===== src/rtl/hilo_muldiv.sv =====
// Iterative HI/LO multiply/divide unit: shift-add multiply, restoring divide,
// one result bit per cycle, plus MTHI/MTLO/MFHI/MFLO register moves.
module hilo_muldiv #(
  parameter int unsigned WIDTH = 32
) (
  input  logic             clk,
  input  logic             rst_n,
  input  logic             start,
  input  logic [5:0]       op,
  input  logic [WIDTH-1:0] a,
  input  logic [WIDTH-1:0] b,
  output logic             busy,
  output logic             done,
  output logic [WIDTH-1:0] hi,
  output logic [WIDTH-1:0] lo,
  output logic [WIDTH-1:0] rdata,
  output logic             div0,
  output logic             illegal
);

  localparam int unsigned CW = $clog2(WIDTH);

  localparam logic [5:0] OP_MULT  = 6'b011000;
  localparam logic [5:0] OP_MULTU = 6'b011001;
  localparam logic [5:0] OP_MADD  = 6'b011100;
  localparam logic [5:0] OP_MADDU = 6'b011101;
  localparam logic [5:0] OP_DIV   = 6'b011010;
  localparam logic [5:0] OP_DIVU  = 6'b011011;
  localparam logic [5:0] OP_MTHI  = 6'b010001;
  localparam logic [5:0] OP_MTLO  = 6'b010011;
  localparam logic [5:0] OP_MFHI  = 6'b010000;
  localparam logic [5:0] OP_MFLO  = 6'b010010;

  typedef enum logic [1:0] {IDLE, CALC, FIX, DONE} state_t;

  state_t r_state, w_next;

  logic [CW-1:0]    r_cnt;
  logic [WIDTH-1:0] r_hi, r_lo, r_rdata;
  logic [WIDTH-1:0] r_acc, r_shr, r_m;
  logic             r_isdiv, r_madd, r_neg, r_rneg;
  logic             r_div0, r_illegal;

  logic             w_accept, w_is_mul, w_is_div, w_signed, w_is_madd, w_legal, w_div0;
  logic [WIDTH-1:0] w_abs_a, w_abs_b;
  logic [WIDTH:0]   w_sum, w_sh, w_sub;
  logic             w_ge;
  logic [2*WIDTH-1:0] w_prod, w_mres;
  logic [WIDTH-1:0] w_quo, w_rem;

  always_comb begin
    w_is_mul  = 1'b0;
    w_is_div  = 1'b0;
    w_signed  = 1'b0;
    w_is_madd = 1'b0;
    w_legal   = 1'b1;
    case (op)
      OP_MULT:  begin w_is_mul = 1'b1; w_signed = 1'b1; end
      OP_MULTU: w_is_mul = 1'b1;
      OP_MADD:  begin w_is_mul = 1'b1; w_signed = 1'b1; w_is_madd = 1'b1; end
      OP_MADDU: begin w_is_mul = 1'b1; w_is_madd = 1'b1; end
      OP_DIV:   begin w_is_div = 1'b1; w_signed = 1'b1; end
      OP_DIVU:  w_is_div = 1'b1;
      OP_MTHI, OP_MTLO, OP_MFHI, OP_MFLO: ;
      default:  w_legal = 1'b0;
    endcase
  end

  assign w_accept = start && (r_state == IDLE);
  assign w_div0   = w_is_div && (b == '0);
  assign w_abs_a  = (w_signed && a[WIDTH-1]) ? (~a + 1'b1) : a;
  assign w_abs_b  = (w_signed && b[WIDTH-1]) ? (~b + 1'b1) : b;

  // Multiply step: conditional add into the upper half, then shift the pair right.
  assign w_sum = {1'b0, r_acc} + (r_shr[0] ? {1'b0, r_m} : '0);
  // Divide step: partial remainder gains the next dividend bit from r_shr's MSB.
  assign w_sh  = {r_acc, r_shr[WIDTH-1]};
  assign w_ge  = (w_sh >= {1'b0, r_m});
  assign w_sub = w_sh - {1'b0, r_m};

  assign w_prod = r_neg ? (~{r_acc, r_shr} + 1'b1) : {r_acc, r_shr};
  assign w_mres = r_madd ? ({r_hi, r_lo} + w_prod) : w_prod;
  assign w_quo  = r_neg  ? (~r_shr + 1'b1) : r_shr;
  assign w_rem  = r_rneg ? (~r_acc + 1'b1) : r_acc;

  always_comb begin
    w_next = r_state;
    case (r_state)
      IDLE: if (w_accept) begin
        if (w_is_mul || (w_is_div && !w_div0)) w_next = CALC;
        else if (w_legal)                      w_next = DONE;
      end
      CALC: if (r_cnt == CW'(WIDTH - 1)) w_next = FIX;
      FIX:  w_next = DONE;
      DONE: w_next = IDLE;
      default: w_next = IDLE;
    endcase
  end

  always_ff @(posedge clk) begin
    if (!rst_n) r_state <= IDLE;
    else        r_state <= w_next;
  end

  always_ff @(posedge clk) begin
    if (!rst_n) begin
      r_cnt     <= '0;
      r_hi      <= '0;
      r_lo      <= '0;
      r_rdata   <= '0;
      r_acc     <= '0;
      r_shr     <= '0;
      r_m       <= '0;
      r_isdiv   <= 1'b0;
      r_madd    <= 1'b0;
      r_neg     <= 1'b0;
      r_rneg    <= 1'b0;
      r_div0    <= 1'b0;
      r_illegal <= 1'b0;
    end else begin
      r_div0    <= 1'b0;
      r_illegal <= 1'b0;
      case (r_state)
        IDLE: if (w_accept) begin
          r_cnt <= '0;
          r_acc <= '0;
          if (w_is_mul) begin
            r_m     <= w_abs_a;
            r_shr   <= w_abs_b;
            r_neg   <= w_signed && (a[WIDTH-1] ^ b[WIDTH-1]);
            r_rneg  <= 1'b0;
            r_madd  <= w_is_madd;
            r_isdiv <= 1'b0;
          end else if (w_is_div && !w_div0) begin
            r_m     <= w_abs_b;
            r_shr   <= w_abs_a;
            r_neg   <= w_signed && (a[WIDTH-1] ^ b[WIDTH-1]);
            r_rneg  <= w_signed && a[WIDTH-1];
            r_madd  <= 1'b0;
            r_isdiv <= 1'b1;
          end else if (w_div0) begin
            r_hi   <= a;
            r_lo   <= '1;
            r_div0 <= 1'b1;
          end else begin
            case (op)
              OP_MTHI: r_hi    <= a;
              OP_MTLO: r_lo    <= a;
              OP_MFHI: r_rdata <= r_hi;
              OP_MFLO: r_rdata <= r_lo;
              default: r_illegal <= 1'b1;
            endcase
          end
        end
        CALC: begin
          r_cnt <= r_cnt + 1'b1;
          if (r_isdiv) begin
            r_acc <= w_ge ? w_sub[WIDTH-1:0] : w_sh[WIDTH-1:0];
            r_shr <= {r_shr[WIDTH-2:0], w_ge};
          end else begin
            r_acc <= w_sum[WIDTH:1];
            r_shr <= {w_sum[0], r_shr[WIDTH-1:1]};
          end
        end
        FIX: begin
          if (r_isdiv) begin
            r_hi <= w_rem;
            r_lo <= w_quo;
          end else begin
            {r_hi, r_lo} <= w_mres;
          end
        end
        default: ;
      endcase
    end
  end

  assign busy    = (r_state != IDLE);
  assign done    = (r_state == DONE);
  assign hi      = r_hi;
  assign lo      = r_lo;
  assign rdata   = r_rdata;
  assign div0    = r_div0;
  assign illegal = r_illegal;

endmodule


===== config.mk =====
export PLATFORM = sky130hd
export DESIGN_NAME = hilo_muldiv
export DESIGN_NICKNAME = d
export VERILOG_FILES = /design/src/rtl/hilo_muldiv.sv
export SDC_FILE = /design/constraint.sdc
export NUM_CORES = 1
export LEC_CHECK = 0
export CORE_MARGIN = 2
export CORE_UTILIZATION = 40
export CTS_CLUSTER_SIZE = 28
export DETAILED_ROUTE_END_ITERATION = 8
export GPL_ROUTABILITY_DRIVEN = 0
export SETUP_SLACK_MARGIN = 0.3
export SKIP_LAST_GASP = 1
export SLEW_MARGIN = 20
export SYNTH_ARGS = -nofsm -noshare
export SYNTH_HDL_FRONTEND = slang
export SYNTH_SLANG_ARGS = --single-unit
export TNS_END_PERCENT = 10

===== constraint.sdc =====
create_clock -name clk -period 5.2 [get_ports clk]
set_input_delay 1.04 -clock clk [delete_from_list [all_inputs] [get_ports clk]]
set_output_delay 1.04 -clock clk [all_outputs]
set_load 0.01 [all_outputs]

Word-level counts from Yosys, hierarchy flattened
Index checks and enable logic that the tools add are counted.
{"block": "classes", "addsub": 9, "magnitude_cmp": 1, "n_eq_ne": 22, "mux": 55, "bitwise": 12, "reduce_logical": 30}
{"operator": "$mux 32", "count": 26}
{"operator": "$pmux 32 s2", "count": 5}
{"operator": "$add 32x1->32 const B", "count": 4}
{"operator": "$mux 64", "count": 2}
{"operator": "$not 32->32", "count": 4}
{"operator": "$add 64x1->64 const B", "count": 1}
{"operator": "$add 64x64->64", "count": 1}
{"operator": "$not 64->64", "count": 1}
{"operator": "$eq 6x5->1 const B", "count": 10}
{"operator": "$add 32x32->33", "count": 1}
{"operator": "$ge 33x32->1", "count": 1}
{"operator": "$logic_not 32->1", "count": 1}
{"operator": "$sub 32x32->32", "count": 1}
{"operator": "$mux 1", "count": 15}
{"operator": "$ne 3x2->1 const B", "count": 4}
{"operator": "$pmux 5 s2", "count": 1}
{"operator": "$reduce_and 5->1", "count": 2}
{"operator": "$reduce_bool 2->1", "count": 5}
{"operator": "$reduce_or 10->1", "count": 1}
{"operator": "$reduce_and 3->1", "count": 3}
{"operator": "$mux 2", "count": 4}
{"operator": "$ne 2x2->1 const B", "count": 4}
{"operator": "$pmux 2 s4", "count": 1}
{"operator": "$reduce_or 4->1", "count": 2}
{"operator": "17 further kinds", "count": 29}
{"block": "word_totals", "ff_bits": 205, "inputBits": 73, "out_inout_bits": 100, "word_cells": 143}

Longest topological paths before layout
{"block": "logic_depth", "ltp_word": 10, "depth_mapped": 22, "mapped_depth_nobuf": 20}

Worst setup path before layout
OpenSTA, ideal clock, no wires.
{"block": "synth_timing", "path_kind": "reg2reg", "startpoint": "register r_shr[6]", "endpoint": "register r_hi[29] (netlist: hi[29])", "setup_ps": 70, "t_arrival_ps": 4913, "required_time_ps": 5130, "setup_slack_ps": 217, "path_stages_with_launch": 22, "n_path_buf": 4, "synth_period_minus_slack_ps": 4983, "cell_sequence": "dfxtp_1 clkbuf_1 or4_1 nor3_2 nand3_1 or3_1 buf_2 buf_1 o21ai_0 xnor2_1 ha_1 clkbuf_1 a21oi_1 o21ai_0 a21o_1 o41ai_1 o211ai_1 o21ba_2 a31oi_1 xor2_1 or4_1 a21oi_1"}
{"block": "synth_via", "elab_chain_len": 7}
{"item": "start: declaration", "line": "40", "source": "logic [WIDTH-1:0] r_acc, r_shr, r_m;"}
{"item": "start signal: assignment", "line": "129", "source": "r_shr <= w_abs_b;"}
{"item": "start signal: assignment", "line": "136", "source": "r_shr <= w_abs_a;"}
{"item": "start signal: assignment", "line": "159", "source": "r_shr <= {r_shr[WIDTH-2:0], w_ge};"}
{"item": "$not 64->64", "line": "81", "source": "assign w_prod = r_neg ? (~{r_acc, r_shr} + 1'b1) : {r_acc, r_shr};"}
{"item": "$add 64x1->64", "line": "81"}
{"item": "$mux 64 *", "line": "81"}
{"item": "$add 64x64->64", "line": "82", "source": "assign w_mres = r_madd ? ({r_hi, r_lo} + w_prod) : w_prod;"}
{"item": "$mux 64 *", "line": "82"}
{"item": "$mux 32 *", "line": "166", "source": "if (r_isdiv) begin"}
{"item": "$pmux 32 s2 *", "line": "123", "source": "case (r_state)"}
{"item": "end signal: assignment", "line": "167", "source": "r_hi <= w_rem;"}
{"item": "end signal: assignment", "line": "170", "source": "{r_hi, r_lo} <= w_mres;"}
{"item": "end: declaration", "line": "39", "source": "logic [WIDTH-1:0] r_hi, r_lo, r_rdata;"}
Mark *: on every way between the ends. The rest lies on a longest branch, timed or not.
A chain may end at the register's enable or synchronous reset.

Worst setup path after layout
{"block": "layout_timing", "startpoint": "register r_shr[23]", "endpoint": "register r_hi[6] (netlist: hi[6])"}
Same word-level chain as after synthesis.

==> qor.csv <==
stage;metric;value;unit
route;vias per cell;6.28;
floorplanning;Initial Util;40.3;%
setup_path;Required @ worst endpoint;5.63;ns
logic_synthesis;syn_nets;3176;
timing;Finish-stage setup viols;0;
clock_network;TritonCTS clock tree;yes;
clock_network;H-tree Lvls;1;
power_and_ir_drop;Sw Pwr;3.31;mW
setup_path;Worst Setup End Kind;flip-flop;
grt;vias in the first global route;21400;
timing;minimum clock period;4.93;ns
timing;Worst slew margin;23.0;%
timing;Hold WS;0.461;ns
setup_path;critical path arrival;5.36;ns
final_layout;fin cells;3774;
floorplanning;I/O pin cnt;173;
timing;fin crit share;94.9;%
power_and_ir_drop;power per cell area;298;nW/um^2
floorplanning;cell row count;84;
power_and_ir_drop;Pint;4.23;mW
route;remaining antenna violation count;0;
route;routed wire length;88.9;mm
logic_synthesis;Async S/R FF share, synth;0;%
grt;total track usage;31.0;%
logic_synthesis;register area share after synthesis;19.4;%
final_layout;Area growth syn-to-layout;19.6;%
power_and_ir_drop;Pleak;10.1;nW
clock_network;clock slew at reported path FFs;0.06;ns
placement;hpwl dp;69.0;mm
logic_synthesis;number of flops mapped to enable cells by yosys;0;
final_layout;fin nets;3292;
setup_path;CP peak stage delay;0.54;ns
route;DR pass1 iterations;6;
setup_path;crit path kind;flip-flop to flip-flop;
grt;first-pass GRT wire length;131;mm
timing;Final Max Slew Viols;0;
setup_path;worst-path maximum fanout;7;
logic_synthesis;Synth cell types;83;
logic_synthesis;cells after synthesis;2949;
power_and_ir_drop;Total Power;7.54;mW
timing;Fmax;0.203;GHz
logic_synthesis;Cell Area, Synth;21200;sq um
floorplanning;Core ar.;52400;sq um
floorplanning;die width;234;um
route;Vias;23700;
logic_synthesis;Top FF cell, synth;dfxtp_1;
setup_path;CP Launch Type;flip-flop;
final_layout;fin util;48.3;%
power_and_ir_drop;Clk network pwr share;26.4;%
floorplanning;Die Ht;234;um
clock_network;clock buffer count from CTS;26;
power_and_ir_drop;sequential power share;27.1;%
floorplanning;die area;54700;sq um
min_path;HP Class;flip-flop to flip-flop;
placement;# placed instances;3707;
job;Max Cap Violations;0;
logic_synthesis;Synth Area per Inst;7.17;sq um
route;initial DRC count;2867;
placement;I/O Buffers;172;
run_status;status;finished clean;
timing;Final Skew;0.0182;ns
timing;Hold Vio Cnt, Final;0;
power_and_ir_drop;switch share;43.9;%
grt;overflow left after global routing;0;
grt;largest net degree at the start of global routing;71;
final_layout;layout cells sized above 1;9.37;%
clock_network;CTS max path bufs;3;
grt;initial antenna violation count;5;
timing;RSZ-0062 raised after global routing;true;
timing;slew of the pin with the lowest slew margin;1.15;ns
power_and_ir_drop;Worst VDD drop;303;uV
logic_synthesis;synth warn;0;
logic_synthesis;Seq cells post-synth;205;
clock_network;Root Buffer;clkbuf_16;
route;DRC;0;
setup_path;CP Cell Sequence;or4_4, or4_4, or3_4, o21ai_1, xnor2_1, ha_1, buf_4, buf_4, inv_1, o21bai_1, a21oi_1, o21ai_0, a21o_1, a31oi_1, xor2_1, o21ai_0, a31oi_1, a21oi_1;
route;Routed WL per cell;23.5;um
clock_network;post-cts hold buffer count;0;
clock_network;Sink Count;205;
power_and_ir_drop;Comb pwr share;46.5;%
timing;Setup Total Neg Slack;0;ns
setup_path;slowest CP cell;or4_4;
clock_network;Clk Latency, worst-skew pair;0.57;ns
final cells by class:
type,count,area [sq um]
antenna,1,2.50
clock buffer,37,783
clock inverter,11,151
fill,5189,27100
inverter,97,367
multi-input combinational,2445,16400
sequential,205,4110
tap,688,861
timing repair buffer,290,2640
layout by cell type (no fill, tap or decap), types with 29 or more instances in the layout:
| cell | n |
|---|---|
| nor2_1 | 316 |
| nand2_1 | 281 |
| a21oi_1 | 254 |
| dfxtp_1 | 201 |
| o21ai_0 | 181 |
| clkdlybuf4s50_1 | 171 |
| xnor2_1 | 152 |
| ha_1 | 142 |
| buf_4 | 115 |
| a211oi_1 | 109 |
| inv_1 | 95 |
| xor2_1 | 84 |
| a21o_1 | 84 |
| mux2i_1 | 73 |
| nor3_1 | 72 |
| a31oi_1 | 59 |
| o211ai_1 | 56 |
| nand3_1 | 50 |
| o31ai_1 | 36 |
| nand4_1 | 29 |
final timing paths:
| kind | from | end | slack (ns) | depth (start not counted) |
|---|---|---|---|---|
| min reg2reg | r_m[12] | r_m[12] | 0.46 | 2 |
| min | r_m[12] | r_m[12] | 0.46 | 2 |
| max | r_shr[23] | hi[6] | 0.27 | 18 |
| max reg2reg | r_shr[23] | hi[6] | 0.27 | 18 |
layer usage:
layer	routed length, um	global-route usage [%]	share of wire, %
met5	29	0	0.033
met4	4840	14.7	5.4
met3	9790	6.25	11
met2	36400	44.9	41
met1	37800	43.6	43
flip-flops by register name, indices dropped and copies added, names as in the netlist:
register / cells
r_state: 2
illegal: 1
r_isdiv: 1
r_m: 32
r_cnt: 5
r_acc: 32
r_rneg: 1
hi: 32
r_madd: 1
lo: 32
r_shr: 32
rdata: 32
div0: 1
r_neg: 1
power by group through the flow:
stage	clock [mW]	combinational, mW	sequential, mW
after floorplan	0	2.07	1.94
after global placement	0	3.19	2.04
after detailed placement	0	3.22	2.05
after CTS	2.01	3.30	2.02
after global routing	2.06	3.75	2.05
final	1.99	3.51	2.04
what timing repair did:
action | CTS | global route
setup endpoints to repair | 12 | 34
buffers inserted | 10 | 8
pin swaps | 20 | 26
endpoints found under the hold margin | 0 | 0
resized for setup | 25 | 64
critical path, delay by kind of cell, from the launching register on:
family | cells | cell delay [ns]
XOR/XNOR | 2 | 0.43
buffers and inverters | 3 | 0.37
adder cells (fa/ha/maj) | 1 | 0.33
flip-flops | 1 | 0.37
AO/OA/AOI/OAI | 9 | 1.81
AND/OR/NAND/NOR | 3 | 1.47
cells in the mapped netlist (17+ instances only):
cell type  instances  area [sq um]
o21bai_1          28           210
clkbuf_1         171           642
a211oi_1         112           841
dfxtp_1          205          4100
nor3_1            73           365
buf_1             20          75.1
nor2b_1           17           106
and2_1            20           125
a31oi_1           61           382
o21ai_0          198           991
or4_1             19           143
nand2_1          282          1060
nand3_1           52           260
o211ai_1          56           420
nor2_1           319          1200
ha_1             151          1890
or3_1             30           188
o21a_1            20           150
xnor2_1          163          1430
a21o_1            84           631
xor2_1            84           736
nand4_1           29           181
nand2b_1          26           163
o41ai_1           17           149
o31ai_1           39           293
inv_1             96           360
a21oi_1          261          1310
mux2i_1           73           731
kinds of logic after synthesis:
family,synth area share [%]
compound gates,31.3
simple gates,20.7
buf+inv,5.37
xor+xnor,10.2
flops,19.4
fa+ha+maj,9.21
mux,3.77
stage by stage:
| stage | setup WS, ns | cell area (sq um) |
|---|---|---|
| after floorplan | 0.339 | 21200 |
| after global placement | 0.00730 | 23800 |
| after detailed placement | -0.0322 | 23800 |
| after CTS | 0.258 | 24900 |
| after global routing | 0.0730 | 25300 |
| final | 0.266 | 25300 |
Note: power is estimated with default switching activity, not from simulation.
